==> src/rtl/gpio_irq_ctrl.sv <==
// GPIO interrupt controller: per-pin synchronise, edge/level detect, pending latch,
// enable mask and a fixed-priority valid/ack presenter toward the CPU interrupt line.
//
// state   | meaning
// IDLE    | nothing presented, waiting for a masked request
// PRESENT | irq_id presented with irq_valid high, waiting for ack or withdrawal
// GAP     | one-cycle quiet slot after an ack before the next arbitration
module gpio_irq_ctrl #(
  parameter int DATA_WIDTH  = 8,
  parameter int SYNC_STAGES = 2,
  parameter int ID_WIDTH    = 5
) (
  input  logic                  clk,
  input  logic                  reset_n,
  input  logic [DATA_WIDTH-1:0] gpio_in,
  input  logic                  cfg_we,
  input  logic [1:0]            cfg_addr,
  input  logic [DATA_WIDTH-1:0] cfg_wdata,
  output logic [DATA_WIDTH-1:0] cfg_rdata,
  output logic                  irq_valid,
  output logic [ID_WIDTH-1:0]   irq_id,
  input  logic                  irq_ack
);

  typedef enum logic [1:0] {IDLE = 2'd0, PRESENT = 2'd1, GAP = 2'd2} state_t;

  state_t                state;
  logic [DATA_WIDTH-1:0] sync_q [SYNC_STAGES];
  logic [DATA_WIDTH-1:0] s, s_d;
  logic [DATA_WIDTH-1:0] en_q, mode_q, pol_q, pend_q;
  logic [DATA_WIDTH-1:0] edge_act, lvl_act, active, w1c, ack_clr, pend_nxt;
  logic [DATA_WIDTH-1:0] req, id_mask;
  logic [ID_WIDTH-1:0]   winner;
  logic                  ack_hit, cur_req;

  assign s = sync_q[SYNC_STAGES-1];

  always_ff @(posedge clk or negedge reset_n) begin
    if (!reset_n) begin
      for (int k = 0; k < SYNC_STAGES; k++) sync_q[k] <= '0;
      s_d <= '0;
    end else begin
      sync_q[0] <= gpio_in;
      for (int k = 1; k < SYNC_STAGES; k++) sync_q[k] <= sync_q[k-1];
      s_d <= s;
    end
  end

  assign edge_act = (pol_q & s & ~s_d) | (~pol_q & ~s & s_d);
  assign lvl_act  = (pol_q & s) | (~pol_q & ~s);
  assign active   = (mode_q & edge_act) | (~mode_q & lvl_act);

  assign id_mask = DATA_WIDTH'(1) << irq_id;
  assign ack_hit = (state == PRESENT) && irq_ack;
  assign w1c     = (cfg_we && cfg_addr == 2'd3) ? cfg_wdata : '0;
  assign ack_clr = ack_hit ? id_mask : '0;

  // Edge pins hold until cleared, with a fresh detect beating any clear; level pins track.
  assign pend_nxt = (mode_q & (active | (pend_q & ~w1c & ~ack_clr))) | (~mode_q & active);

  assign req     = pend_q & en_q;
  assign cur_req = |(req & id_mask);

  always_comb begin
    winner = '0;
    for (int i = DATA_WIDTH-1; i >= 0; i--) begin
      if (req[i]) winner = ID_WIDTH'(i);
    end
  end

  always_ff @(posedge clk or negedge reset_n) begin
    if (!reset_n) begin
      en_q   <= '0;
      mode_q <= '0;
      pol_q  <= '0;
      pend_q <= '0;
    end else begin
      pend_q <= pend_nxt;
      if (cfg_we) begin
        case (cfg_addr)
          2'd0:    en_q   <= cfg_wdata;
          2'd1:    mode_q <= cfg_wdata;
          2'd2:    pol_q  <= cfg_wdata;
          default: ;
        endcase
      end
    end
  end

  always_comb begin
    case (cfg_addr)
      2'd0:    cfg_rdata = en_q;
      2'd1:    cfg_rdata = mode_q;
      2'd2:    cfg_rdata = pol_q;
      default: cfg_rdata = pend_q;
    endcase
  end

  // Ack is checked before withdrawal so a claim always completes through GAP.
  always_ff @(posedge clk or negedge reset_n) begin
    if (!reset_n) begin
      state     <= IDLE;
      irq_valid <= 1'b0;
      irq_id    <= '0;
    end else begin
      case (state)
        IDLE: begin
          if (|req) begin
            irq_id    <= winner;
            irq_valid <= 1'b1;
            state     <= PRESENT;
          end
        end
        PRESENT: begin
          if (irq_ack) begin
            irq_valid <= 1'b0;
            state     <= GAP;
          end else if (!cur_req) begin
            irq_valid <= 1'b0;
            state     <= IDLE;
          end
        end
        GAP:     state <= IDLE;
        default: begin
          irq_valid <= 1'b0;
          state     <= IDLE;
        end
      endcase
    end
  end

endmodule

==> config.mk <==
export PLATFORM = sky130hd
export DESIGN_NAME = gpio_irq_ctrl
export DESIGN_NICKNAME = d
export VERILOG_FILES = /design/src/rtl/gpio_irq_ctrl.sv
export SDC_FILE = /design/constraint.sdc
export NUM_CORES = 1
export LEC_CHECK = 0
export CAP_MARGIN = 15
export CORE_ASPECT_RATIO = 0.8
export CORE_UTILIZATION = 50
export DETAILED_ROUTE_END_ITERATION = 12
export PLACE_DENSITY = 0.73
export SYNTH_ARGS = -nofsm -noshare
export SYNTH_HDL_FRONTEND = slang
export SYNTH_SLANG_ARGS = --single-unit
==> constraint.sdc <==
create_clock -name clk -period 4.2 [get_ports clk]
set_input_delay 0.42 -clock clk [delete_from_list [all_inputs] [get_ports clk]]
set_output_delay 0.42 -clock clk [all_outputs]
set_load 0.05 [all_outputs]
## Word level (Yosys, flattened, before mapping)

Index checks and enable logic that the tools add are counted.
W data, S select, Z words.

- $add $sub $neg: 0
- Divide/modulo/power cells: 0
- $lt $le $gt $ge: 0
- Reduce and logical (&&, ||, !) cells: 12
- Eq/ne operators: 7
- Bitwise gates (word level): 24
- $mul: 0
- Shift-type cells: 1
- Muxes and demuxes: 19

Operators by type and width:

| cell | count |
|---|---|
| $and A8 B8 Y8 | 12 |
| $not A8 Y8 | 6 |
| $or A8 B8 Y8 | 5 |
| $mux W5 | 7 |
| $pmux W8 S3 | 1 |
| $mux W8 | 2 |
| $reduce_or A8 Y1 | 2 |
| $reduce_and A2 Y1 | 5 |
| $shl A1 B5 Y8 const A | 1 |
| $eq A2 B2 Y1 const B | 3 |
| $mux W2 | 3 |
| $eq A2 B1 Y1 const B | 2 |
| $logic_not A2 Y1 | 2 |
| $pmux W2 S2 | 1 |
| $mux W1 | 3 |
| $mux W3 | 1 |
| $ne A3 B3 Y1 const B | 1 |
| $pmux W1 S3 | 1 |
| $reduce_and A3 Y1 | 1 |
| $logic_and A1 B1 Y1 | 2 |
| $ne A2 B2 Y1 const B | 1 |
| $not A1 Y1 | 1 |

- Bits in registers: 64
- Output and inout bits: 14
- Memory bits (writable): 0
- Word-level logic and storage cells: 73
- Memories: 0
- Bits of input ports: 22
- Bits in read-only memories: 0
- Latch bits: 0

## Logic depth before layout (Yosys ltp)

Gate-level depths: netlist of run 1.

- Depth in word-level cells: 9
- Depth in mapped cells: 5
- Gate-level depth less buffers: 4

## Worst setup path before layout of run 1

OpenSTA, ideal clock, no wires.

- Path kind: register to register
- From: reg irq_id[1]
- To: reg state[0]
- Setup slack: 2453 ps
- Data required time: 4108 ps
- Path buffers: 0
- Arrival: 1655 ps
- Setup time: 92 ps
- Cell stages (with the launch flop): 5
- Cells stage by stage: dfrtp_1 -> inv_2 -> mux4_1 -> o22a_1 -> o31ai_2

- Word-level cells in the longest chain between the ends: 5

RTL lines:

| item | line | source |
|---|---|---|
| start, declared | 21 | `output logic [ID_WIDTH-1:0] irq_id,` |
| start signal, assigned | 109 | `irq_id <= winner;` |
| $shl A1 B5 Y8 | 53 | `assign id_mask = DATA_WIDTH'(1) << irq_id;` |
| $and A8 B8 Y8 | 62 | `assign cur_req = \|(req & id_mask);` |
| $reduce_or A8 Y1 | 62 |  |
| $ne A3 B3 Y1 (no source line) | - |  |
| $reduce_and A2 Y1 (no source line) | - |  |
| end signal, assigned | 102 | `state <= IDLE;` |
| end signal, assigned | 111 | `state <= PRESENT;` |
| end signal, assigned | 117 | `state <= GAP;` |
| end, declared | 27 | `state_t state;` |

Every way passes these cells.
A chain may end at the register's enable or synchronous reset.

## Worst setup path after layout of run 1

- From: in cfg_addr[1]
- To: out cfg_rdata[7]

- Word-level cells in the longest chain between the ends: 2
- Elaborated cells on any way between the ends: 4

RTL lines:

| item | line | source |
|---|---|---|
| start, declared | 17 | `input logic [1:0] cfg_addr,` |
| $eq A2 B2 Y1, or another cell as far along | 91 | `case (cfg_addr)` |
| $pmux W8 S3 (*) | 91 |  |
| end, declared | 19 | `output logic [DATA_WIDTH-1:0] cfg_rdata,` |

Every way passes the cells marked *; elsewhere a longest branch is shown, timed or not.

==> results.toml, run 1 <==
[outcome]
outcome = "complete, no violations"

[timing]
slew_headroom = 0.5096
setup_viol = 0
min_period_over_period = 0.7348
hold_viol = 0
slew_viol_final = 0
rsz0062_at_grt = "false"
fmax_ghz = 0.3240
worst_pin_slew_ns = 0.7323
period_minus_slack_ns = 3.086
setup_tns_ns = 0
finClkSkew_ns = 0.005987

[die]
die_w_um = 87.56
start_util = 0.5270
io_pins = 36
die-area_um2 = 6168
die_y_um = 70.45
coreArea_um2 = 5555
rows = 24

[critical_path]
cp.required_ns = 3.78
crit_path_frequent_cell = "clkdlybuf4s50_1"
startpoint_type = "input pin"
cp_max_fo = 12
worstSetupPathType = "in -> out"
cpMaxStageDelayCell = "clkdlybuf4s50_1"
path_cells = "clkdlybuf4s50_1 > mux4_2 > clkdlybuf4s50_1"
endpoint_kind = "output port"
arrival_ns = 2.67
slowest_delay_ns = 0.93

[cts]
cts_max_path_buffers = 2
cts_resized = 0
numCtsBuffers = 9
clk_pin_slew_ns = 0.07
cts-htree-levels = 3
clock_latency_ns = 0.34
clockRootBuffer = "clkbuf_8"
cts_setup_buffers = 0
numClockSinks = 62
postCtsHoldBufs = 0
cts_tree = "yes"

[pwr]
power_w = 0.002057
p_seq_frac = 0.409
irDropWorstVdd_v = 0.0002676
pwr-share-comb = 0.321
leakage_nw = 1.567
netSwitchingFraction = 0.3515
power_frac_clock = 0.270
cellInternalPower_w = 0.001334
p_per_area_nw_per_um2 = 580.1
power.switching_w = 0.0007231

[worst_hold_path]
min_path_type = "in -> async"

[global_routing]
grt.met1_usage = 0.3074
grt_pass1_wl_um = 9218
gr-usage-met2 = 0.2917
grt_usage = 0.2087
grt_max_degree = 40
grt_pass1_vias = 1813
overflow = 0
grt_antenna_before_repair = 0
busiest_layer = "met1"
use_met3 = 0.06856

[routing]
post-route-drc-count = 0
postRouteAntennaNets = 0
drt-wirelength-per-cell_um = 16.42
routed_wl_um = 5682
vias_per_cell = 5.538
drtIter0Drc = 77
dr_total_vias = 1916
firstDrtPassIters = 4

[synthesis]
yosysTopAreaCellShare = 0.5299
synth_seq_area_share = 0.5299
yosys-top-cells-count = "dfrtp_1, mux2_2, nand2_1, inv_1, ha_1"
synth-seq-cells = 62
synth_area_leader_cell = "dfrtp_1"
synth_area_leaders = "dfrtp_1, mux2_2, ha_1"
synth.most_common_cell = "dfrtp_1"
synthFlopType = "dfrtp_1"
yosysWarnings = 0
async_reset_ff_frac = 1.000
syn-mean-instance-area_um2 = 13.19
syn_inst = 222
netlist_area_um2 = 2928
synth.distinct_cells = 39
synth_edf_count = 0

[layout]
post-route-util = 0.6383
final_nets = 301
drive_above_1_share = 0.2052
post-route-cell-area_um2 = 3546
n_fill_cell = 435
stdcell_count = 346
syn_to_final_growth_pct = 21.11
diodes = 0

[place]
hpwl_um = 4046
io_buffers = 33
dp_cells = 330
gp_congestion = 0.8793
place_area_um2 = 3332

[flow_run]
drv_cap = 0
-- final cells by class --
cell class              instances  area, um^2  area share
repair buffers                 34       332.8     0.09386
flip-flops and latches         62        1551      0.4375
clock buffers                  10       127.6     0.03599
well taps                      78       97.59     0.02752
multi-input cells             136        1275      0.3596
clock inverters                 6       86.33     0.02435
inverters                      20       75.07     0.02117
-- kinds of logic (layout without fill, tap and decap cells) --
kind of cell | after synthesis | count (layout) | share of synthesized area
compound gates | 32 | 32 | 0.08974
fa+ha+maj | 16 | 16 | 0.06838
buf+inv | 25 | 70 | 0.03589
flops | 62 | 62 | 0.5299
mux | 42 | 42 | 0.1991
other cells | 1 | 2 | 0.001281
simple gates | 44 | 44 | 0.07564
-- power by group through the flow --
stage / logic, W / clock network [W] / registers [W]
floorplan: 0.000417 / 0 / 0.000870
global placement: 0.000642 / 0 / 0.000844
detailed placement: 0.000658 / 0 / 0.000850
CTS: 0.000663 / 0.000574 / 0.000839
global route: 0.000711 / 0.000598 / 0.000858
finish: 0.000660 / 0.000556 / 0.000841
-- flip-flops by register name, summed over array words and instances (netlist names) --
| signal | flops |
|---|---|
| en_q | 8 |
| mode_q | 8 |
| pend_q | 8 |
| pol_q | 8 |
| s | 8 |
| s_d | 8 |
| sync_q | 8 |
| irq_id | 3 |
| state | 2 |
| irq_valid | 1 |
-- final timing paths --
kind                            slack (ns)   startpoint  cells after the start      endpoint
worst min register to register        0.35   sync_q[11]                      0          s[3]
worst max-delay path                  1.11  cfg_addr[1]                      3  cfg_rdata[7]
worst max register to register        2.49      en_q[1]                      4     irq_valid
min in group clk                      0.35   sync_q[11]                      0          s[3]
max in group asynchronous             3.25      reset_n                      2       en_q[3]
worst min-delay path                  0.06      reset_n                      1        s_d[6]
-- worst max-delay path: cells and delay by family --
kind / cells / cell delay (ns)
muxes: 1 / 0.60
buffers and inverters: 2 / 1.64
-- cell usage in the layout, fill, tap and decap left out, types with 2 or more instances in the layout --
cell type,n
a22o_1,4
a31oi_1,8
bufinv_16,2
clkbuf_8,9
clkdlybuf4s50_1,32
clkinv_2,2
conb_1,2
dfrtp_1,62
ha_1,16
inv_1,18
inv_2,2
mux2_2,24
mux2i_1,8
mux4_1,2
mux4_2,8
nand2_1,24
nand2b_1,2
nand3_1,2
nand3b_1,2
nor2b_1,8
o211ai_1,6
o311ai_0,2
-- stage by stage --
stage	worst slack, ns	hold slack (ns)
6_report	1.114	0.05725
3_5_place_dp	1.090	0.3347
5_1_grt	1.009	0.08519
2_1_floorplan	2.453	0.1244
4_1_cts	1.089	0.06159
3_3_place_gp	1.108	0.3319
-- routing by layer --
layer / wire length (um) / vias up
met1: 2570 / 951
met4: 93 / 0
li1: - / 885
met2: 2584 / 72
met3: 434 / 8
met5: 0 / -
(Power assumes the default switching activity.)
==> run 2: changes to the inputs <==
==> constraint.sdc (replaced) <==
create_clock -name clk -period 2.95 [get_ports clk]
set_input_delay 0.295 -clock clk [delete_from_list [all_inputs] [get_ports clk]]
set_output_delay 0.295 -clock clk [all_outputs]
set_load 0.05 [all_outputs]
==> results.toml, run 2 (synthesis gave the netlist of run 1 again) <==
[timing]
worst_pin_slew_ns = 0.7543
rsz0062_at_grt = "false"
setup_ws_ns = 0.6167
period_minus_slack_ns = 2.333
fmax_ghz = 0.4286
slew_viol_final = 0
setup_tns_ns = 0
min_period_over_period = 0.7910
hold_viol = 0
finClkSkew_ns = 0.008282
slew_headroom = 0.4972
setup_viol = 0

[worst_hold_path]
min_path_type = "in -> async"

[routing]
firstDrtPassIters = 5
postRouteAntennaNets = 0
vias_per_cell = 5.457
dr_total_vias = 1910
wl_met3_um = 333
dr.max_layer_used = "met4"
dr_wl_met2_um = 2314
post-route-drc-count = 0
routed_wl_um = 5472
drtIter0Drc = 153
wl_met1_um = 2674
drt-wirelength-per-cell_um = 15.63

[critical_path]
cp.required_ns = 2.65
timing.rr.end = "irq_valid"
cp_max_fo = 9
slowest_delay_ns = 0.77
startpoint_type = "input pin"
arrival_ns = 2.04
critPathBufInv = 3
worstSetupPathType = "in -> out"
endpoint_kind = "output port"
cp_top_family = "buffers and inverters"
regToRegStartpoint = "en_q[1]"
r2r_cells = 4
r2r_slack_ns = 1.26
cpMaxStageDelayCell = "clkdlybuf4s50_1"
crit_path_frequent_cell = "buf_4"
path_cells = "clkdlybuf4s50_1 > buf_4 > mux4_2 > buf_4"

[global_routing]
grt_max_degree = 63
grt_pass1_wl_um = 9204
grt_pass1_vias = 1913
grt_antenna_before_repair = 0
overflow = 0
grt_usage = 0.2090

[cts]
numCtsBuffers = 9
cts_resized = 0
clk_pin_slew_ns = 0.06
clockRootBuffer = "clkbuf_8"
clock_latency_ns = 0.34
cts_setup_buffers = 0
cts_tree = "yes"
cts_max_path_buffers = 2
numClockSinks = 62
cts-htree-levels = 3
postCtsHoldBufs = 0

[place]
pre_cts_slack_ns = 0.6287
hpwl_um = 3904
gp_congestion = 0.8441
io_buffers = 33
dp_cells = 335

[layout]
diodes = 0
syn_to_final_growth_pct = 21.97
final_nets = 306
n_fill_cell = 415
layout_commonest_cell = "dfrtp_1"
stdcell_count = 350
final_cell_mix = "dfrtp_1, nand2_1, mux2_2, clkdlybuf4s50_1, inv_1"
drive_above_1_share = 0.2500

[pwr]
p_per_area_nw_per_um2 = 826.4
power_w = 0.002951
irDropWorstVdd_v = 0.0003379
leakage_nw = 1.607

[die]
die_y_um = 70.45
io_pins = 36
die-area_um2 = 6168
rows = 24
die_w_um = 87.56
coreArea_um2 = 5555
start_util = 0.5270

[flow_run]
drv_cap = 0

[outcome]
outcome = "complete, no violations"
run 2: changes by cell type in the layout (fill, tap and decap cells not counted):
cell / delta
clkinv_4: -1
buf_4: +13
clkbuf_1: -1
clkinvlp_4: -1
clkbuf_8: +2
clkdlybuf4s50_1: -8
run 2: cell type report:
type	instances	area, um^2	share of cell area
multi-input cells	136	1275	0.3570
well taps	78	97.59	0.02733
flip-flops and latches	62	1551	0.4345
clock inverters	4	70.07	0.01962
repair buffers	39	350.3	0.09811
clock buffers	11	151.4	0.04240
inverters	20	75.07	0.02102
run 2: worst max-delay path by stage:
stage	startpoint	endpoint	cells after the start
finish	cfg_addr[0]	cfg_rdata[0]	4
global route	cfg_addr[0]	cfg_rdata[0]	4
CTS	cfg_addr[0]	cfg_rdata[0]	4
detailed placement	cfg_addr[0]	cfg_rdata[0]	4
global placement	cfg_addr[0]	cfg_rdata[0]	4
floorplan	irq_id[1]	state[0]	4
run 2: layer usage:
layer  track usage  vias to the layer above
met5             0                        -
met4        0.1002                        0
met3       0.07329                       15
met2        0.2804                       70
met1        0.3010                      935
li1              -                      890
run 2: through the flow:
step / util / hold slack, ns / area, um^2
2_1_floorplan: - / -0.0005911 / 2932
3_3_place_gp: 0.6029 / 0.3316 / 3349
3_5_place_dp: 0.6029 / 0.3358 / 3349
4_1_cts: 0.6428 / 0.1383 / 3571
5_1_grt: 0.6428 / 0.1883 / 3571
6_report: 0.6428 / 0.1192 / 3571
run 2: power by group:
part	internal [W]	total [W]	switching, W
Sequential	0.00101	0.00119	0.000184
Clock	0.000514	0.000829	0.000315
Combinational	0.000409	0.000929	0.000521
Total	0.00193	0.00295	0.00102
==> run 3: changes to the inputs <==
==> constraint.sdc (replaced) <==
create_clock -name clk -period 2.2 [get_ports clk]
set_input_delay 0.22 -clock clk [delete_from_list [all_inputs] [get_ports clk]]
set_output_delay 0.22 -clock clk [all_outputs]
set_load 0.05 [all_outputs]
==> results.toml, run 3 (synthesis gave the netlist of run 1 again) <==
[outcome]
outcome = "complete, no violations"

[cts]
clockRootBuffer = "clkbuf_8"
cts_setup_buffers = 0
cts_tree = "yes"
cts_resized = 0
numClockSinks = 62
postCtsHoldBufs = 1
cts-htree-levels = 3
clk_pin_slew_ns = 0.07
numCtsBuffers = 9
clock_latency_ns = 0.34
cts_max_path_buffers = 2

[layout]
seq_area_um2 = 1551
syn_to_final_growth_pct = 23.55
diodes = 0
stdcell_count = 356
final_nets = 311
multi_input_area_um2 = 1275
post-route-cell-area_um2 = 3617
drive_above_1_share = 0.2554
post-route-util = 0.6511
n_fill_cell = 435
final_cell_mix = "dfrtp_1, nand2_1, mux2_2, clkdlybuf4s50_1, inv_1"
layout_commonest_cell = "dfrtp_1"

[pwr]
power.switching_w = 0.001367
irDropWorstVdd_v = 0.0005734
power_frac_clock = 0.274
netSwitchingFraction = 0.3468
p_per_area_nw_per_um2 = 1089
cellInternalPower_w = 0.002574
pwr-share-comb = 0.319
p_seq_frac = 0.407
leakage_nw = 1.629

[die]
coreArea_um2 = 5555
die_y_um = 70.45
die-area_um2 = 6168
die_w_um = 87.56
rows = 24
io_pins = 36
start_util = 0.5270

[routing]
vias_per_cell = 5.393
dr_total_vias = 1920
postRouteAntennaNets = 0
drtIter0Drc = 172
routed_wl_um = 5615
firstDrtPassIters = 5
post-route-drc-count = 0
drt-wirelength-per-cell_um = 15.77

[worst_hold_path]
min_path_cells = 1
min_from = "gpio_in[4]"
min_path_type = "in -> reg"
worstHoldEndpoint = "sync_q[12]"

[timing]
slew_headroom = 0.6659
hold_viol = 0
slew_viol_final = 0
min_period_over_period = 0.8940
setup_tns_ns = 0
period_minus_slack_ns = 1.967
fmax_ghz = 0.5085
rsz0062_at_grt = "false"
setup_viol = 0
worst_pin_slew_ns = 0.4996
whs_ns = 0.3144
finClkSkew_ns = 0.005224

[critical_path]
cp.required_ns = 1.98
r2r_cells = 4
r2r_slack_ns = 0.52
timing.rr.end = "irq_valid"
arrival_ns = 1.75
regToRegStartpoint = "pend_q[1]"
startpoint_type = "input pin"
worstSetupPathType = "in -> out"
cp_max_fo = 8
endpoint_kind = "output port"

[place]
io_buffers = 33
place_area_um2 = 3392
hpwl_um = 4089
dp_cells = 339
gp_congestion = 0.8346

[global_routing]
overflow = 0
grt_pass1_vias = 1945
grt_max_degree = 63
grt_antenna_before_repair = 0
grt_pass1_wl_um = 9666
grt_usage = 0.2161

[flow_run]
drv_cap = 0
-- run 3: changes by cell type in the layout (fill, tap and decap cells not counted) --
cell / change
buf_12: +1
dlygate4sd3_1: +1
clkbuf_1: +2
clkbuf_8: -1
buf_4: +3
-- run 3: worst max-delay path: stages --
cell,delay (ns)
clkdlybuf4s50_1,0.73
mux4_2,0.58
buf_4,0.21
-- run 3: layout make-up --
type	count	share of cell area
sequential	62	0.4289
tap	78	0.02698
timing repair buffer	44	0.1114
clock buffer	12	0.04012
clock inverter	4	0.01937
inverter	20	0.02075
multi-input combinational	136	0.3525
-- run 3: worst max path at each step --
stage	cells past startpoint	from	to	slack [ns]
detailed placement	3	cfg_addr[1]	cfg_rdata[1]	0.19
CTS	3	cfg_addr[1]	cfg_rdata[1]	0.19
global route	3	cfg_addr[1]	cfg_rdata[1]	0.14
floorplan	4	irq_id[1]	state[0]	0.45
finish	3	cfg_addr[1]	cfg_rdata[1]	0.23
global placement	3	cfg_addr[1]	cfg_rdata[1]	0.20
-- run 3: power groups by stage --
stage          combinational (W)  clock, W  sequential [W]
6_report                 0.00126   0.00108         0.00160
5_1_grt                  0.00137   0.00117         0.00163
4_1_cts                  0.00126   0.00111         0.00160
3_5_place_dp             0.00126         0         0.00162
3_3_place_gp             0.00123         0         0.00161
2_1_floorplan           0.000796         0         0.00166
-- run 3: stage by stage --
| step | total power (W) | setup WS [ns] |
|---|---|---|
| floorplan | 0.002458 | 0.4528 |
| global placement | 0.002837 | 0.2016 |
| detailed placement | 0.002873 | 0.1868 |
| CTS | 0.003974 | 0.1885 |
| global route | 0.004174 | 0.1353 |
| finish | 0.003940 | 0.2333 |
-- run 3: metal layers --
metal,share of wire,vias up,GRT usage
li1,-,897,-
met5,0,-,0
met1,0.48,952,0.3102
met2,0.45,67,0.3064
met3,0.065,4,0.07683
met4,0.0075,0,0.06922
